## src/rtl/fsm_seq_10010_tx_pkg.sv

```systemverilog
// Shared constants for the 10010 sync-pattern link: preamble and TX states.
// Optional build macro used by the transmitter: PARITY_EN.
package fsm_seq_10010_tx_pkg;

   localparam logic [4:0] PREAMBLE = 5'b10010;
   localparam int         PRE_LEN  = 5;

   typedef enum logic [2:0] {
      ST_IDLE = 3'd0,
      ST_PRE  = 3'd1,
      ST_DATA = 3'd2,
      ST_PAR  = 3'd3,
      ST_GAP  = 3'd4
   } tx_state_e;

   // Down-counter width covering the longest state.
   function automatic int cnt_width(input int data_w, input int gap_cyc);
      int m;
      m = PRE_LEN;
      if (data_w + 1 > m) m = data_w + 1;
      if (gap_cyc > m) m = gap_cyc;
      return $clog2(m);
   endfunction

   // Preamble bit for a down-counter value (4 = first bit on the line).
   function automatic logic pre_bit(input logic [2:0] idx);
      logic b;
      case (idx)
         3'd4:    b = PREAMBLE[4];
         3'd3:    b = PREAMBLE[3];
         3'd2:    b = PREAMBLE[2];
         3'd1:    b = PREAMBLE[1];
         3'd0:    b = PREAMBLE[0];
         default: b = 1'b0;
      endcase
      return b;
   endfunction

endpackage

```

## src/rtl/fsm_seq_10010_tx_shreg.sv

```systemverilog
// Parallel-load, MSB-first payload shift register for the 10010 transmitter.
// Load has priority over shift; msb is the bit currently at the head.
module fsm_seq_10010_tx_shreg #(
   parameter int DATA_W = 8
) (
   input  logic              clk,
   input  logic              rst_n,
   input  logic              load,
   input  logic              shift_en,
   input  logic [DATA_W-1:0] load_data,
   output logic              msb
);

   logic [DATA_W-1:0] sh_q;
   logic [DATA_W-1:0] sh_d;

   // Next contents: load a new word or shift toward the MSB.
   always_comb begin
      sh_d = sh_q;
      if (load) begin
         sh_d = load_data;
      end else if (shift_en) begin
         sh_d = sh_q << 1;
      end
   end

   // Shift register storage.
   always_ff @(posedge clk or negedge rst_n) begin
      if (!rst_n) begin
         sh_q <= '0;
      end else begin
         sh_q <= sh_d;
      end
   end

   assign msb = sh_q[DATA_W-1];

endmodule

```

## src/rtl/fsm_seq_10010_tx.sv

```systemverilog
// Serial frame transmitter: preamble 10010, MSB-first payload, zero gap.
// Build macro PARITY_EN appends an even-parity bit after the payload.
module fsm_seq_10010_tx #(
   parameter int DATA_W  = 8,
   parameter int GAP_CYC = 3
) (
   input  logic              clk,
   input  logic              rst_n,
   input  logic              in_valid,
   input  logic [DATA_W-1:0] in_data,
   output logic              in_ready,
   output logic              ser_out,
   output logic              ser_active,
   output logic              tx_done
);

   import fsm_seq_10010_tx_pkg::*;

   localparam int CW = cnt_width(DATA_W, GAP_CYC);

   localparam logic [CW-1:0] CNT_PRE  = CW'(PRE_LEN - 1);
   localparam logic [CW-1:0] CNT_DATA = CW'(DATA_W - 1);
   localparam logic [CW-1:0] CNT_GAP  = CW'(GAP_CYC - 1);

   tx_state_e state_q;
   tx_state_e state_d;

   logic [CW-1:0] cnt_q;
   logic [CW-1:0] cnt_d;

   logic ser_out_q;
   logic ser_out_d;
   logic ser_active_q;
   logic ser_active_d;
   logic tx_done_q;
   logic tx_done_d;
   logic in_ready_q;
   logic in_ready_d;

   logic accept;
   logic cnt_zero;
   logic sh_load;
   logic sh_shift;
   logic sh_msb;

`ifdef PARITY_EN
   logic parity_q;
   logic parity_d;
`endif

   assign accept   = in_valid & in_ready_q;
   assign cnt_zero = (cnt_q == '0);

   fsm_seq_10010_tx_shreg #(
      .DATA_W (DATA_W)
   ) u_shreg (
      .clk       (clk),
      .rst_n     (rst_n),
      .load      (sh_load),
      .shift_en  (sh_shift),
      .load_data (in_data),
      .msb       (sh_msb)
   );

   // Next state, counter reload and payload load on accept.
   always_comb begin
      state_d = state_q;
      cnt_d   = cnt_q;
      sh_load = 1'b0;
      if (!cnt_zero) begin
         cnt_d = cnt_q - CW'(1);
      end
      case (state_q)
         ST_IDLE: begin
            if (accept) begin
               state_d = ST_PRE;
               cnt_d   = CNT_PRE;
               sh_load = 1'b1;
            end
         end
         ST_PRE: begin
            if (cnt_zero) begin
               state_d = ST_DATA;
               cnt_d   = CNT_DATA;
            end
         end
         ST_DATA: begin
            if (cnt_zero) begin
`ifdef PARITY_EN
               state_d = ST_PAR;
               cnt_d   = '0;
`else
               state_d = ST_GAP;
               cnt_d   = CNT_GAP;
`endif
            end
         end
`ifdef PARITY_EN
         ST_PAR: begin
            state_d = ST_GAP;
            cnt_d   = CNT_GAP;
         end
`endif
         ST_GAP: begin
            if (cnt_zero) begin
               if (accept) begin
                  state_d = ST_PRE;
                  cnt_d   = CNT_PRE;
                  sh_load = 1'b1;
               end else begin
                  state_d = ST_IDLE;
                  cnt_d   = '0;
               end
            end
         end
         default: begin
            state_d = ST_IDLE;
            cnt_d   = '0;
         end
      endcase
   end

   // Registered outputs derived from the state being entered.
   always_comb begin
      ser_out_d    = 1'b0;
      ser_active_d = 1'b0;
      tx_done_d    = 1'b0;
      in_ready_d   = 1'b0;
      sh_shift     = 1'b0;
      case (state_d)
         ST_IDLE: begin
            in_ready_d = 1'b1;
         end
         ST_PRE: begin
            ser_out_d    = pre_bit(cnt_d[2:0]);
            ser_active_d = 1'b1;
         end
         ST_DATA: begin
            ser_out_d    = sh_msb;
            ser_active_d = 1'b1;
            sh_shift     = 1'b1;
         end
`ifdef PARITY_EN
         ST_PAR: begin
            ser_out_d    = parity_q;
            ser_active_d = 1'b1;
         end
`endif
         ST_GAP: begin
            tx_done_d  = (state_q != ST_GAP);
            in_ready_d = (cnt_d == '0);
         end
         default: begin
            in_ready_d = 1'b0;
         end
      endcase
   end

`ifdef PARITY_EN
   // Even parity of the payload, captured with the word.
   always_comb begin
      parity_d = parity_q;
      if (sh_load) begin
         parity_d = ^in_data;
      end
   end

   // Parity bit storage.
   always_ff @(posedge clk or negedge rst_n) begin
      if (!rst_n) begin
         parity_q <= 1'b0;
      end else begin
         parity_q <= parity_d;
      end
   end
`endif

   // State, counter and output registers.
   always_ff @(posedge clk or negedge rst_n) begin
      if (!rst_n) begin
         state_q      <= ST_IDLE;
         cnt_q        <= '0;
         ser_out_q    <= 1'b0;
         ser_active_q <= 1'b0;
         tx_done_q    <= 1'b0;
         in_ready_q   <= 1'b0;
      end else begin
         state_q      <= state_d;
         cnt_q        <= cnt_d;
         ser_out_q    <= ser_out_d;
         ser_active_q <= ser_active_d;
         tx_done_q    <= tx_done_d;
         in_ready_q   <= in_ready_d;
      end
   end

   assign in_ready   = in_ready_q;
   assign ser_out    = ser_out_q;
   assign ser_active = ser_active_q;
   assign tx_done    = tx_done_q;

endmodule

```

## config.mk

```make
export PLATFORM = sky130hd
export DESIGN_NAME = fsm_seq_10010_tx
export DESIGN_NICKNAME = d
export VERILOG_FILES = /design/src/rtl/fsm_seq_10010_tx_pkg.sv /design/src/rtl/fsm_seq_10010_tx_shreg.sv /design/src/rtl/fsm_seq_10010_tx.sv
export SDC_FILE = /design/constraint.sdc
export NUM_CORES = 1
export LEC_CHECK = 0
export ABC_AREA = 1
export CAP_MARGIN = 20
export CELL_PAD_IN_SITES_DETAIL_PLACEMENT = 0
export CELL_PAD_IN_SITES_GLOBAL_PLACEMENT = 1
export CORE_MARGIN = 3
export CORE_UTILIZATION = 43
export CTS_CLUSTER_SIZE = 24
export DETAILED_ROUTE_END_ITERATION = 8
export PLACE_DENSITY_LB_ADDON = 0.1
export SYNTH_ARGS = -nofsm -noshare
export SYNTH_HDL_FRONTEND = slang
export SYNTH_HIERARCHICAL = 1
export SYNTH_SLANG_ARGS = --single-unit
```

## constraint.sdc

```tcl
create_clock -name clk -period 4.2 [get_ports clk]
set_input_delay 0.84 -clock clk [delete_from_list [all_inputs] [get_ports clk]]
set_output_delay 0.84 -clock clk [all_outputs]
set_load 0.02 [all_outputs]
```

**After elaboration in Yosys (flattened, before gate mapping)**

Cells that the tools add are included.

- Multiplexer cells: 24
- Equal/unequal tests: 9
- Add/subtract/negate cells: 1
- Reductions and logical operators: 7
- Bitwise logic cells: 1

Operators by type and width:

| kind | count |
|---|---|
| 4-bit two-way mux | 5 |
| 8-bit two-way mux | 2 |
| 4-bit one-hot mux with 4 select lines | 1 |
| 3-bit two-way mux | 5 |
| 3-bit one-hot mux with 4 select lines | 1 |
| 3-bit by 1-bit equality test with 1-bit output, second input constant | 3 |
| 3-bit equality test, second input constant | 3 |
| 4-bit logical NOT | 2 |
| 1-bit two-way mux | 7 |
| 3-bit by 2-bit equality test with 1-bit output, second input constant | 2 |
| 3-bit logical NOT | 2 |
| 1-bit one-hot mux with 2 select lines | 3 |
| 2-bit OR reduction | 2 |
| 4-bit by 1-bit subtractor with 4-bit output, second input constant | 1 |
| 3-bit inequality test, second input constant | 1 |
| 2-bit nonzero test | 1 |
| 1-bit AND | 1 |

- Output and inout bits: 4
- Bits in registers: 19
- Logic and storage cells: 49
- Input bits: 11

**Logic depth before layout (Yosys ltp)**

- Depth in word-level cells: 8
- Gate-level depth with buffers: 12
- Mapped depth without buffers: 12

**By module**

The synthesis kept the hierarchy.

Modules (own cells, without submodules):

| module | instances | cells an instance | seq. area each (um^2) | area each (um^2) |
|---|---|---|---|---|
| fsm_seq_10010_tx | 1 | 101 | 275.3 | 790.8 |
| fsm_seq_10010_tx_shreg | 1 | 43 | 200.2 | 376.6 |

**Least setup slack after synthesis**

OpenSTA, ideal clock, no wires.

- Kind: in2reg
- From: input in_valid
- To: register u_shreg.sh_q[1]
- Cell stages on the path: 10
- Data required time: 4.076 ns
- Library setup time: 0.124 ns
- Path slack: 2.381 ns
- Arrival: 1.695 ns
- Cells stage by stage: nand2_1 inv_1 nand3_1 nor2_1 nor2_4 inv_1 buf_6 inv_2 nand3_1 nand3_1

RTL lines:

| element | RTL line | text |
|---|---|---|
| from (decl) | fsm_seq_10010_tx.sv:9 | `input logic in_valid,` |
| 1-bit AND * | fsm_seq_10010_tx.sv:51 | `assign accept = in_valid & in_ready_q;` |
| 1-bit two-way mux * | fsm_seq_10010_tx.sv:75, fsm_seq_10010_tx.sv:106 |  |
| 1-bit two-way mux | fsm_seq_10010_tx.sv:105 | `if (cnt_zero) begin` |
| 1-bit one-hot mux with 2 select lines * | fsm_seq_10010_tx.sv:73 | `case (state_q)` |
| via sh_load | fsm_seq_10010_tx.sv:42 | `logic sh_load;` |
| 8-bit two-way mux / 2-bit nonzero test (equally long branches) | n/a |  |
| to (signal assigned) | fsm_seq_10010_tx_shreg.sv:30 | `sh_q <= '0;` |
| to (signal assigned) | fsm_seq_10010_tx_shreg.sv:32 | `sh_q <= sh_d;` |
| to (decl) | fsm_seq_10010_tx_shreg.sv:14 | `logic [DATA_W-1:0] sh_q;` |

Mark *: on every way through the listed nets, which the timed path passes. The rest lies on a longest branch.
A chain may end at the register's enable or synchronous reset.

**Final worst setup path**

- From: input in_valid
- To: register u_shreg.sh_q[7]

Same word-level chain as after synthesis.

==> flow_summary.yaml <==
power_and_ir_drop:
  pwr-share-comb_pct: 60.1
  p_per_area_mw_per_mm2: 757
  pwr-share-clk_pct: 8.5
  p_int_mw: 0.522
  pwr-share-seq_pct: 31.4
  switchingPower_mw: 0.507
  swShare_pct: 49.3
  vdd_drop_max_uv: 399
  p_leak_nw: 0.707
routing:
  drtIter0Drc: 41
  wl_mm: 2.25
  avgRoutedWirePerCell_um: 11.8
  drc_errors: 0
  first_pass_iters: 4
  vias: 957
  antenna_left: 0
  via_per_inst: 5.01
synth:
  synth_seq_area_share_pct: 40.7
  yosys.area.top_type: "dfrtp_1"
  yosysTopAreaCellShare_pct: 40.7
  synth_seq_cells: 19
  yosys.cell_types.count: 24
  syn_area_per_cell_um2: 8.11
  synth_area_mm2: 0.00117
  syn_nets: 158
  synth_area_leaders: "dfrtp_1 41%, nand2_1 12%, nand3_1 9.4%"
  syn_inst: 144
  synth_warnings: 6
flow_run:
  drv_cap: 0
setup_path:
  reg2reg_slack_ns: 2.23
  cp-end-kind: "flop"
  start_kind: "input port"
  crit_path_end: "u_shreg/sh_q[7]$_DFFE_PN0P_"
  criticalPathCategory: "in2reg"
  required_ns: 4.37
  arrival_ns: 2.48
  rr_startpoint: "cnt_q[0]$_DFF_PN0_"
  reg2reg_to: "ser_out$_DFF_PN0_"
  reg2reg_depth: 11
  setup.worst_path.start: "in_valid"
  critPathMaxFanout: 10
timing:
  slew_violations: 0
  tightest_slew_ns: 0.825
  hold_violations: 0
  fin_worst_skew_ns: 0.00615
  tns_ns: 0
  period_needed_ns: 2.31
  fmax_mhz: 433
  rsz0062_at_grt: "false"
  max_slew_margin_pct: 44.8
  setup_violations: 0
  min_period_over_period_pct: 55.0
cts:
  cts_sinks: 19
  root_buffer: "clkbuf_4"
  hold_buffers: 0
  cts_max_path_buffers: 2
  clkSlewWorstSetupHoldPaths_ns: 0.10
  cts_setup_buffers: 0
  cts_tree: "built"
  cts-resized-gates: 0
  insertion_delay_ns: 0.28
  cts_buffers: 3
  htree_levels: 1
placed_design:
  gp_congestion: 0.839
  portBuffers: 14
  dp_hpwl_mm: 1.81
global_routing:
  grt_max_degree: 20
  grt_use_total_pct: 14.9
  antenna_found_initial: 0
  grt_overflow: 0
  grt_pass1_vias: 919
  grt_pass1_wl_mm: 3.97
hold_path:
  hp-class: "reg2reg"
final_layout:
  fill_cells: 244
  antenna_cells: 0
  layout.nets: 176
  mostFrequentLayoutCells: "37 x nand2_1, 22 x nand3_1, 19 x dfrtp_1"
  final_core_util_pct: 53.9
  drive_gt1_share_pct: 19.9
  final_common_cell: "nand2_1"
  area_growth_pct: 16.5
die:
  die_height_um: 58.1
  fp.dieArea_mm2: 0.00338
  core_mm2: 0.00252
  io_pins: 15
  die_w_um: 58.1
  row_count: 18
  start_util_pct: 46.3
status:
  status: "finished clean"
cell type report:
type / count / area (µm²) / area share [%]
timing repair buffer: 15 / 148 / 10.9
inverter: 19 / 71.3 / 5.24
sequential: 19 / 475 / 35.0
clock buffer: 4 / 26.3 / 1.93
multi-input combinational: 104 / 602 / 44.3
tap: 30 / 37.5 / 2.76
Yosys cell counts, drive strengths merged:
master / number
inv: 19
buf: 2
nand4: 4
nor2: 20
nand2: 44
a21oi: 2
dfrtp: 19
xor2: 1
nor3: 1
o31ai: 2
nand3: 25
ha: 3
o21ai: 1
nand3b: 1
power groups by stage:
| stage | Sequential, mW | Clock [mW] | Combinational, mW |
|---|---|---|---|
| finish | 0.323 | 0.0878 | 0.618 |
| global route | 0.334 | 0.103 | 0.689 |
| CTS | 0.322 | 0.0909 | 0.622 |
| detailed placement | 0.325 | 0 | 0.621 |
| floorplan | 0.328 | 0 | 0.479 |
| global placement | 0.327 | 0 | 0.619 |
how the worst min path moves through the flow:
stage                           startpoint                          end  slack [ns]  cells after the start
3_3_place_gp   u_shreg/sh_q[4]$_DFFE_PN0P_  u_shreg/sh_q[4]$_DFFE_PN0P_        0.47                      2
2_1_floorplan  u_shreg/sh_q[0]$_DFFE_PN0P_  u_shreg/sh_q[0]$_DFFE_PN0P_        0.44                      2
6_report       u_shreg/sh_q[7]$_DFFE_PN0P_            ser_out$_DFF_PN0_        0.49                      2
4_1_cts        u_shreg/sh_q[7]$_DFFE_PN0P_            ser_out$_DFF_PN0_        0.49                      2
5_1_grt        u_shreg/sh_q[7]$_DFFE_PN0P_            ser_out$_DFF_PN0_        0.51                      2
3_5_place_dp   u_shreg/sh_q[7]$_DFFE_PN0P_            ser_out$_DFF_PN0_        0.47                      2
routing by layer:
layer | vias up | track usage (%) | part of all wire [%]
met2 | 14 | 26.3 | 49
met4 | 0 | 3.97 | 0.84
li1 | 495 | - | -
met5 | - | 0 | 0
met3 | 2 | 2.00 | 2.8
met1 | 446 | 19.0 | 47
critical path: stages:
cell             delay, ns
clkdlybuf4s50_1       0.49
nand2_1               0.15
inv_1                 0.08
nand3_1               0.06
nor2_1                0.17
nor2_4                0.06
inv_1                 0.32
inv_2                 0.13
nand3_1               0.10
nand3_1               0.08
sequential cells by signal, summed over array words and instances, names as in the netlist:
name,flops
cnt_q,4
ser_out,1
ser_active,1
u_shreg/sh_q,8
state_q,3
in_ready,1
tx_done,1
logic make-up (layout without fill, tap and decap cells):
logic type                 Yosys count  in the layout  synth area share (%)
AOI/OAI and AO/OA                    5              5                  3.00
buffers and inverters               21             38                  7.72
and+or+nand+nor                     95             95                  44.6
xor gates and xnor gates             1              1                 0.750
adders and majority gates            3              3                  3.22
DFF                                 19             19                  40.7
through the flow:
stage          instances  total power, mW  area [µm²]  hold WS, ns  setup slack, ns
2_1_floorplan        144            0.807        1170        0.443             2.38
3_3_place_gp         187            0.946        1330        0.467             1.59
3_5_place_dp         187            0.946        1330        0.468             1.59
4_1_cts              191             1.03        1360        0.491             1.89
5_1_grt              191             1.13        1360        0.512             1.78
6_report             191             1.03        1360        0.487             1.89
(Power assumes the default switching activity.)
